$ cat config.mk
export PLATFORM = sky130hd
export DESIGN_NAME = gauss_pulse
export DESIGN_NICKNAME = d
export VERILOG_FILES = /design/src/rtl/gauss_pkg.sv /design/src/rtl/gauss_shape_rom.sv /design/src/rtl/gauss_pulse.sv
export SDC_FILE = /design/constraint.sdc
export NUM_CORES = 1
export LEC_CHECK = 0
export CORE_ASPECT_RATIO = 2
export CORE_UTILIZATION = 45
export CTS_CLUSTER_DIAMETER = 120
export CTS_CLUSTER_SIZE = 14
export DETAILED_ROUTE_END_ITERATION = 10
export DONT_BUFFER_PORTS = 1
export SYNTH_ARGS = -nofsm -noshare
export SYNTH_HDL_FRONTEND = slang
export SYNTH_SLANG_ARGS = --single-unit
$ cat constraint.sdc
create_clock -name clk -period 6.1 [get_ports clk]
set_input_delay 1.22 -clock clk [delete_from_list [all_inputs] [get_ports clk]]
set_output_delay 1.22 -clock clk [all_outputs]
set_load 0.01 [all_outputs]
$ cat src/rtl/gauss_pkg.sv
// Shared constants for the Gaussian pulse generator.
// SHAPE holds round(256 * exp(-(k-16)^2 / 50)) for k = 0..32. That is a Gaussian with
// sigma = 5 samples, centred on index 16 and scaled so the peak is 1.0 in Q1.8.
package gauss_pkg;

  localparam int unsigned SHAPE_LEN    = 33;
  localparam int unsigned SHAPE_CENTER = 16;
  localparam int unsigned SHAPE_FRAC   = 8;

  typedef logic [8:0] shape_t;

  // Precomputed offline so the RTL needs no real arithmetic.
  localparam shape_t SHAPE [SHAPE_LEN] = '{
    9'd2,   9'd3,   9'd5,   9'd9,   9'd14,  9'd23,  9'd35,  9'd51,
    9'd71,  9'd96,  9'd125, 9'd155, 9'd186, 9'd214, 9'd236, 9'd251,
    9'd256,
    9'd251, 9'd236, 9'd214, 9'd186, 9'd155, 9'd125, 9'd96,  9'd71,
    9'd51,  9'd35,  9'd23,  9'd14,  9'd9,   9'd5,   9'd3,   9'd2
  };

endpackage

$ cat src/rtl/gauss_shape_rom.sv
// Combinational lookup into the Gaussian shape table.
// Ports:
//   index  - sample index 0..63
//   shape  - 9-bit shape value. Indices past the end of the table return 0.
module gauss_shape_rom
  import gauss_pkg::*;
(
  input  logic [5:0] index,
  output logic [8:0] shape
);

  // A compare chain avoids indexing the 33-entry table with a 6-bit value
  // that can point past its end.
  always_comb begin
    shape = '0;
    for (int i = 0; i < SHAPE_LEN; i++) begin
      if (index == 6'(i)) begin
        shape = SHAPE[i];
      end
    end
  end

endmodule

$ cat src/rtl/gauss_pulse.sv
// Gaussian pulse stimulus generator.
// After DELAY cycles from reset release, the block emits one 33-sample Gaussian pulse
// with peak AMP. When PERIOD is nonzero, the pulse repeats every PERIOD cycles.
// Ports:
//   clk    - sample clock. All state changes on the rising edge.
//   reset  - asynchronous, active-high. Clears the counter and the output at once.
//   signal - registered 8-bit unsigned pulse sample.
module gauss_pulse
  import gauss_pkg::*;
#(
  parameter int unsigned AMP    = 100,
  parameter int unsigned DELAY  = 100,
  parameter int unsigned PERIOD = 0
) (
  input  logic       clk,
  input  logic       reset,
  output logic [7:0] signal
);

  localparam int unsigned PulseEnd = DELAY + SHAPE_LEN;
  localparam int unsigned CntMax   = (PulseEnd > PERIOD) ? PulseEnd : PERIOD;
  localparam int unsigned CntW     = $clog2(CntMax + 1);

  localparam logic [CntW-1:0] DelayC      = CntW'(DELAY);
  localparam logic [CntW-1:0] EndC        = CntW'(PulseEnd);
  localparam logic [CntW-1:0] PeriodLastC = CntW'(PERIOD - 1);
  localparam logic [16:0]     AmpW        = 17'(AMP);

  if (AMP > 255) begin : g_bad_amp
    $error("gauss_pulse: AMP must be in 0..255");
  end
  if (PERIOD != 0 && PERIOD < PulseEnd) begin : g_bad_period
    $error("gauss_pulse: PERIOD must be 0 or at least DELAY+33");
  end

  logic [CntW-1:0] cnt_q, cnt_d;
  logic [CntW:0]   offset;
  logic            in_win;
  logic [8:0]      shape;
  logic [16:0]     prod;
  logic [7:0]      sig_d;

  // Counter next state: wrap in periodic mode, saturate in one-shot mode.
  always_comb begin
    cnt_d = cnt_q + 1'b1;
    if (PERIOD != 0) begin
      if (cnt_q == PeriodLastC) begin
        cnt_d = '0;
      end
    end else if (cnt_q == EndC) begin
      cnt_d = cnt_q;
    end
  end

  // One extra bit, so that cnt < DELAY shows up as a set MSB. This avoids a
  // constant compare when DELAY is 0.
  always_comb begin
    offset = {1'b0, cnt_q} - {1'b0, DelayC};
    in_win = !offset[CntW] && (offset < (CntW + 1)'(SHAPE_LEN));
  end

  gauss_shape_rom u_rom (
    .index (offset[5:0]),
    .shape (shape)
  );

  // AMP <= 255 and shape <= 256, so the product fits in 17 bits and the
  // shifted result fits in 8 bits.
  always_comb begin
    prod  = AmpW * {8'd0, shape};
    sig_d = in_win ? 8'(prod >> SHAPE_FRAC) : 8'd0;
  end

  always_ff @(posedge clk or posedge reset) begin
    if (reset) begin
      cnt_q  <= '0;
      signal <= '0;
    end else begin
      cnt_q  <= cnt_d;
      signal <= sig_d;
    end
  end

endmodule

==> results.md, run 1 <==
- Syn Nets: roughly 390
- Compound-cell area share of the yosys netlist: 0.2907
- Sum Neg Setup Slack: 0 ps
- Worst Hold End: cnt_q[7]
- Final hold vios: 0
- N_diodes: 0
- Required time worst endpoint: 6230 ps
- Sinks on Clock Net: 16
- Post-detail-place hpwl: 6540 um
- Die area: 6084 um^2
- PwrDens: 77.42 nW/um^2
- R2R Path End: signal[7]
- DR DRC count: 0
- Primary FF master, synth: dfrtp_1
- Worst slew pin tran: 843.5 ps
- DRT iter0 DRCs: 254
- Number of setup buffers added after CTS: 0
- CTS tree: done
- Core Rows: 38
- Main combinational cell family by area after synthesis: compound AO/OA/AOI/OAI gates
- Area growth syn-to-layout: 5.360%
- Setup slack, reg-to-reg: 380 ps
- Die Y: 109.3 um
- XOR/XNOR Fraction of Synth Area: 0.04056
- WL/cell: 20.97 um
- Number of flops mapped to enable cells by yosys: 0
- CTS Buf Count: 3
- Setup crit end kind: register
- Delay-heaviest family, CP: compound AO/OA/AOI/OAI gates
- Clock latency on the worst-skew pair: 260 ps
- First-pass DRT Iterations: 5
- Total congestion overflow: 0
- #FFs+latches synth: 16
- Critical path class: register to register
- Highest clock rate: 174.8 MHz
- Worst slew margin: 0.4325
- Yosys warning count: 0
- Sequential area share after synthesis: 0.1545
- Multiplexer share of the synthesized area: 0.01593
- Crit path time final: between 5000 and 6000 ps
- Layout cells sized above 1: 0.08012
- Final WL: 8324 um
- Post-CTS Resized: 0
- Asr flop ratio synth: 1.000
- Clk_skew: 12.54 ps
- Worst-path cell chain: inv_1 > ha_1 > buf_4 > a211o_1 > nand2_1 > a22oi_1 > o21ai_0 > a21oi_1 > or3_1 > o21ai_1 > ha_1 > ha_1 > inv_1 > fa_1 > inv_1 > ha_1 > and3_1 > o2111ai_1 > a2111o_1 > a31oi_4 > o41ai_1 > mux2i_1
- Die Wd: 55.66 um
- Core Area: between 5000 and 6000 um^2
- Origin of the worst min-delay path: cnt_q[7]
- Vias per cell: 6.816
- Core Util, Final: 0.4993
- Vias in the first global route: 2,712
- Worst r2r src: cnt_q[2]
- # H-tree levels: 1
- Gpl congestion: 0.9409
- # fillers: 550
- Cell area after layout: between 2000 and 3000 um^2
- Buf/Inv on CP: 4
- Root buffer cell: clkbuf_8
- Nets: 382
- Critical Path Most Common Cell: ha_1
- Mean Syn Cell Area: 7.599 um^2
- Port bufs: 0
- Mapped cell area: 2591 um^2
- Pins Over Slew Limit: 0
- RSZ-0062 raised after global routing: no
- FF-to-FF path depth: 22
- Placement Cell Area: around 2700 um^2
- Fin crit share: 0.9379
- Cts hold-fix bufs: 0
- Area share of fa/ha/maj cells after synthesis: 0.2115
- LEAKAGE: between 1 and 1.5 nW
- Initial core utilization: 0.4739
- Status: finished, final reports clean
- GRT Total Usage: 0.2828
- First-pass GRT wire length: 13,340 um
- Simple-gate area share of the yosys netlist: 0.2144
- Hold Path Depth: 1
- Vias: 2,706
- Initial antenna violation count: 0
- Antenna violation net count after detailed routing: 0
- Max Cap Viol: 0
- Cells after synthesis: approximately 340
- Clock Tree Buf Depth: 2
- Worst vdd ir: 0.1115 mV
- Largest net degree at the start of global routing: 20
- Yosys cell types: 59
- Clk pin slew, worst setup/hold paths: ~80 ps
- CP max stage cell: dfrtp_1
- Ports: 10
- Setup violators final: 0
- HP Class: register to register
- Arr. time, crit path: 5850 ps
- Slowest stage delay, CP: about 530 ps
- Crit path max fanout: 12
- Worst Setup Start Kind: register
through the flow:
step / setup slack [ps] / hold WS, ps / cells / power, mW
floorplan: 961.0 / 468.4 / 341 / 0.1097
global placement: 308.2 / 484.9 / 393 / 0.1103
detailed placement: 336.8 / 499.1 / 393 / 0.1104
CTS: 314.4 / 510.6 / 397 / 0.2115
global route: 29.34 / 542.0 / 397 / 0.2146
finish: 378.9 / 503.0 / 397 / 0.2114
worst max-delay path by stage:
stage	startpoint	endpoint	cells past startpoint
floorplan	cnt_q[0]	signal[7]	24
global placement	cnt_q[2]	signal[5]	22
detailed placement	cnt_q[2]	signal[7]	22
CTS	cnt_q[2]	signal[7]	22
global route	cnt_q[2]	signal[6]	22
finish	cnt_q[2]	signal[7]	22
flip-flops by register name, summed over array words and instances, names as in the netlist:
name	cells
signal	8
cnt_q	8
cell families (layout without fill, tap and decap cells):
group / after synthesis / count (layout)
buf+inv: 48 / 44
xor+xnor: 12 / 12
mux: 4 / 4
simple gates: 110 / 110
compound gates: 109 / 109
flops: 16 / 16
fa+ha+maj: 42 / 42
final cells by class:
type / instances / area (um^2) / area share
multi-input cells: 277 / 2004 / 0.7342
flip-flops and latches: 16 / 400.4 / 0.1467
inverters: 28 / 105.1 / 0.03850
repair buffers: 12 / 90.09 / 0.03300
well taps: 60 / 75.07 / 0.02750
clock buffers: 4 / 55.05 / 0.02016
placed cells by master, fill, tap and decap left out, types with 3 or more instances in the layout:
| master | n |
|---|---|
| a21o_1 | 7 |
| nand2b_1 | 6 |
| dfrtp_1 | 16 |
| or3_1 | 5 |
| a211oi_1 | 4 |
| and2_1 | 4 |
| buf_4 | 12 |
| o21ai_0 | 23 |
| fa_1 | 3 |
| o211ai_1 | 4 |
| o31ai_1 | 3 |
| or2_2 | 4 |
| nor3b_1 | 3 |
| nor3_1 | 10 |
| nand2_1 | 37 |
| mux2i_1 | 3 |
| a31oi_1 | 5 |
| nor4_1 | 3 |
| a22oi_1 | 4 |
| nor2_1 | 15 |
| clkbuf_8 | 4 |
| xnor2_1 | 10 |
| nand3_1 | 10 |
| a21oi_1 | 24 |
| a211o_1 | 6 |
| ha_1 | 39 |
| inv_1 | 28 |
Yosys cell counts (all sizes together) (4+ instances only):
master  count  area share
xnor2      10       0.034
nand2b      6       0.014
ha         39        0.19
or3         7       0.021
a22oi       4       0.012
a21oi      24       0.046
a211o       6       0.020
o211ai      4       0.012
a31oi       6       0.020
nor3       10       0.019
a21o        7       0.020
and2        5       0.012
clkbuf     17       0.025
o21ai      24       0.046
nand3      10       0.019
dfrtp      16        0.15
nor2       15       0.022
inv        28       0.041
nand2      37       0.054
or2         4      0.0097
a211oi      4       0.012
metal layers:
metal  wire (um)  GRT usage  vias to the layer above
li1            -          -                     1239
met4         671     0.1911                        0
met1        2722     0.2645                     1248
met3         475    0.03412                       55
met5           0          0                        -
met2        4454     0.5577                      164
report_power, final:
part	total (mW)	switching, mW	internal (mW)
clock	0.103	0.0458	0.0575
sequential	0.106	0	0.106
combinational	0.00208	0.00202	0.0000558
(Power assumes the default switching activity.)
==> run 2, diff against run 1 <==
--- a/config.mk
+++ b/config.mk
@@ -14,3 +14,4 @@
 export SYNTH_ARGS = -nofsm -noshare
 export SYNTH_HDL_FRONTEND = slang
 export SYNTH_SLANG_ARGS = --single-unit
+export TNS_END_PERCENT = 30
==> results of run 2 <==
No change in the layout: final DEF, timing and power equal those of run 1.
==> run 3, diff against run 2 <==
--- a/config.mk
+++ b/config.mk
@@ -6,6 +6,7 @@
 export NUM_CORES = 1
 export LEC_CHECK = 0
 export CORE_ASPECT_RATIO = 2
+export CORE_MARGIN = 5
 export CORE_UTILIZATION = 45
 export CTS_CLUSTER_DIAMETER = 120
 export CTS_CLUSTER_SIZE = 14
==> run 3 against run 2 <==
  * Critical path depth is the same
  * Maximum frequency grew 1.0%
  * Global-route usage shrank 6.5 points
  * Sequential power is essentially flat
  * Clock power grew 31%
  * Critical endpoint is now signal[6]
==> results.md, run 3 (same netlist as run 1, synthesis figures left out) <==
- Antenna violation net count after detailed routing: 0 (unchanged)
- Clock latency on the worst-skew pair: 240 ps (-20 ps)
- Max Cap Viol: 0 (unchanged)
- # H-tree levels: 1 (unchanged)
- Final WL: 8184 um (-1.7%)
- Port bufs: 0 (unchanged)
- DRT iter0 DRCs: 183 (-28%)
- Delay-heaviest family, CP: compound AO/OA/AOI/OAI gates
- Worst Setup Start Kind: register
- Core Area: 5660 um^2 (+3.5%)
- GRT Total Usage: 0.2177 (-0.06511)
- First-pass DRT Iterations: 5 (unchanged)
- Vias in the first global route: 2,613 (-3.7%)
- Worst slew pin tran: 573.6 ps (-269.9 ps)
- DR DRC count: 0 (unchanged)
- Multi-input gate area: 2016 um^2 (+0.56%)
- Cell area after layout: 2776 um^2 (+1.7%)
- Slowest stage delay, CP: 520 ps (about the same)
- Hold WS: 499.4 ps (-3.611 ps)
- CTS tree: done
- Initial core utilization: 0.4578 (-0.01613)
- Clk_skew: 1.816 ps (-10.73 ps)
- Worst vdd ir: 0.1837 mV (+65%)
- Critical path class: register to register
- Sequential cell area: 400.4 um^2 (unchanged)
- Gpl congestion: 1.032 (+9.6%)
- N_diodes: 0 (unchanged)
- Worst-path cell chain: inv_1 > ha_4 > inv_1 > a211o_1 > and2_1 > o21ai_0 > o31a_1 > o221ai_1 > o21ai_0 > o311a_1 > ha_1 > ha_1 > inv_1 > fa_1 > inv_1 > ha_1 > and3_1 > o2111ai_1 > a2111o_1 > a21oi_1 > nor3_1 > nor3_1
- Origin of the worst min-delay path: cnt_q[7]
- Area growth syn-to-layout: 7.146%
- Status: finished, final reports clean
- Root buffer cell: clkbuf_16
- Largest net degree at the start of global routing: 20 (unchanged)
- LEAKAGE: 1.268 nW (+1.3%)
- Fin crit share: 0.9284 (-0.009487)
- Biggest regs: cnt_q (8), signal (8)
- Sum Neg Setup Slack: 0 ps (unchanged)
- Required time worst endpoint: 6230 ps (about the same)
- Total congestion overflow: 0 (unchanged)
- Placement Cell Area: 2675 um^2 (about the same)
- Cts hold-fix bufs: 0 (unchanged)
- Ports: 10 (unchanged)
- HP Class: register to register
- Initial antenna violation count: 0 (unchanged)
- Sinks on Clock Net: 16 (unchanged)
- Nets: 382 (unchanged)
- First-pass GRT wire length: 13,200 um (-1.0%)
- Vias: 2,648 (-2.1%)
- Final hold vios: 0 (unchanged)
- Core Rows: 39 (+2.6%)
- Worst r2r src: cnt_q[2]
- Pins Over Slew Limit: 0 (unchanged)
- CTS Buf Count: 3 (unchanged)
- PwrDens: 87.74 nW/um^2 (+13%)
- Clk pin slew, worst setup/hold paths: 50 ps (-30 ps)
- CP max stage cell: dfrtp_1
- Post-CTS Resized: 0 (unchanged)
- Crit path time final: 5663 ps (-57.87 ps)
- Buf/Inv on CP: 4 (unchanged)
- RSZ-0062 raised after global routing: no
- # fillers: 571 (+3.8%)
- Clock Tree Buf Depth: 2 (unchanged)
- Highest clock rate: 176.6 MHz (+1.0%)
- Die area: 7468 um^2 (+23%)
- Vias per cell: 6.653 (-2.4%)
- Die Y: 117.3 um (+7.3%)
- Post-detail-place hpwl: 6487 um (-0.81%)
- Worst slew margin: 0.6141 (+0.1816)
- Setup crit end kind: register
- Arr. time, crit path: 5790 ps (-60 ps)
- Commonest non-fill, non-tap cells in the layout: ha_1 (38), nand2_1 (37), inv_1 (28), a21oi_1 (24), o21ai_0 (23)
- Setup violators final: 0 (unchanged)
- Layout cells sized above 1: 0.08012 (unchanged)
- Number of setup buffers added after CTS: 0 (unchanged)
- Overall Power: 243.6 uW (+15%)
- Crit. Startpoint: cnt_q[2]
- Commonest non-fill, non-tap cell in the layout: ha_1
- Die Wd: 63.66 um (+14%)
- Critical Path Most Common Cell: inv_1
- Crit path max fanout: 13 (+1)
- WL/cell: 20.56 um (-1.9%)
[run 3: power breakdown]
group	switching (mW)	total [mW]	internal, mW
Sequential	0	0.106	0.106
Combinational	0.00171	0.00177	0.0000578
Clock	0.0362	0.135	0.0991
Total	0.0379	0.244	0.206
[run 3: path summary, 6_finish.rpt]
path,end,slack [ps],cells after the start
worst min-delay path,cnt_q[7],500,1
max in group asynchronous,cnt_q[1],4850,1
worst max-delay path,signal[6],440,22
worst min register to register,cnt_q[7],500,1
min in group asynchronous,cnt_q[6],900,1
worst max register to register,signal[6],440,22
[run 3: area by class of cell]
type	count	share of cell area
clock buffers	4	0.03200
repair buffers	12	0.03245
multi-input cells	277	0.7260
well taps	61	0.02749
flip-flops and latches	16	0.1442
inverters	28	0.03785
[run 3: metrics by stage]
stage                     utilization  cells  setup WS, ps
after floorplan                     -    341         961.0
after global placement         0.4726    394         132.0
after detailed placement       0.4726    394         70.40
after CTS                      0.4883    398         84.14
after global routing           0.4905    398         16.98
final                          0.4905    398         436.8
[run 3: layer usage]
metal	part of all wire	wire, um	global-route usage
met1	0.33	2730	0.2217
met2	0.55	4520	0.4128
met3	0.055	447	0.01912
met4	0.059	485	0.1183
met5	0	0	0
[run 3: worst register-to-register path, cell delays in order (launching register included)]
cell	delay, ps
dfrtp_1	520
inv_1	180
ha_4	240
inv_1	150
a211o_1	220
and2_1	390
o21ai_0	170
o31a_1	360
o221ai_1	220
o21ai_0	120
o311a_1	180
ha_1	310
ha_1	270
inv_1	50
fa_1	500
inv_1	40
ha_1	340
and3_1	170
o2111ai_1	110
a2111o_1	450
a21oi_1	220
nor3_1	70
nor3_1	260
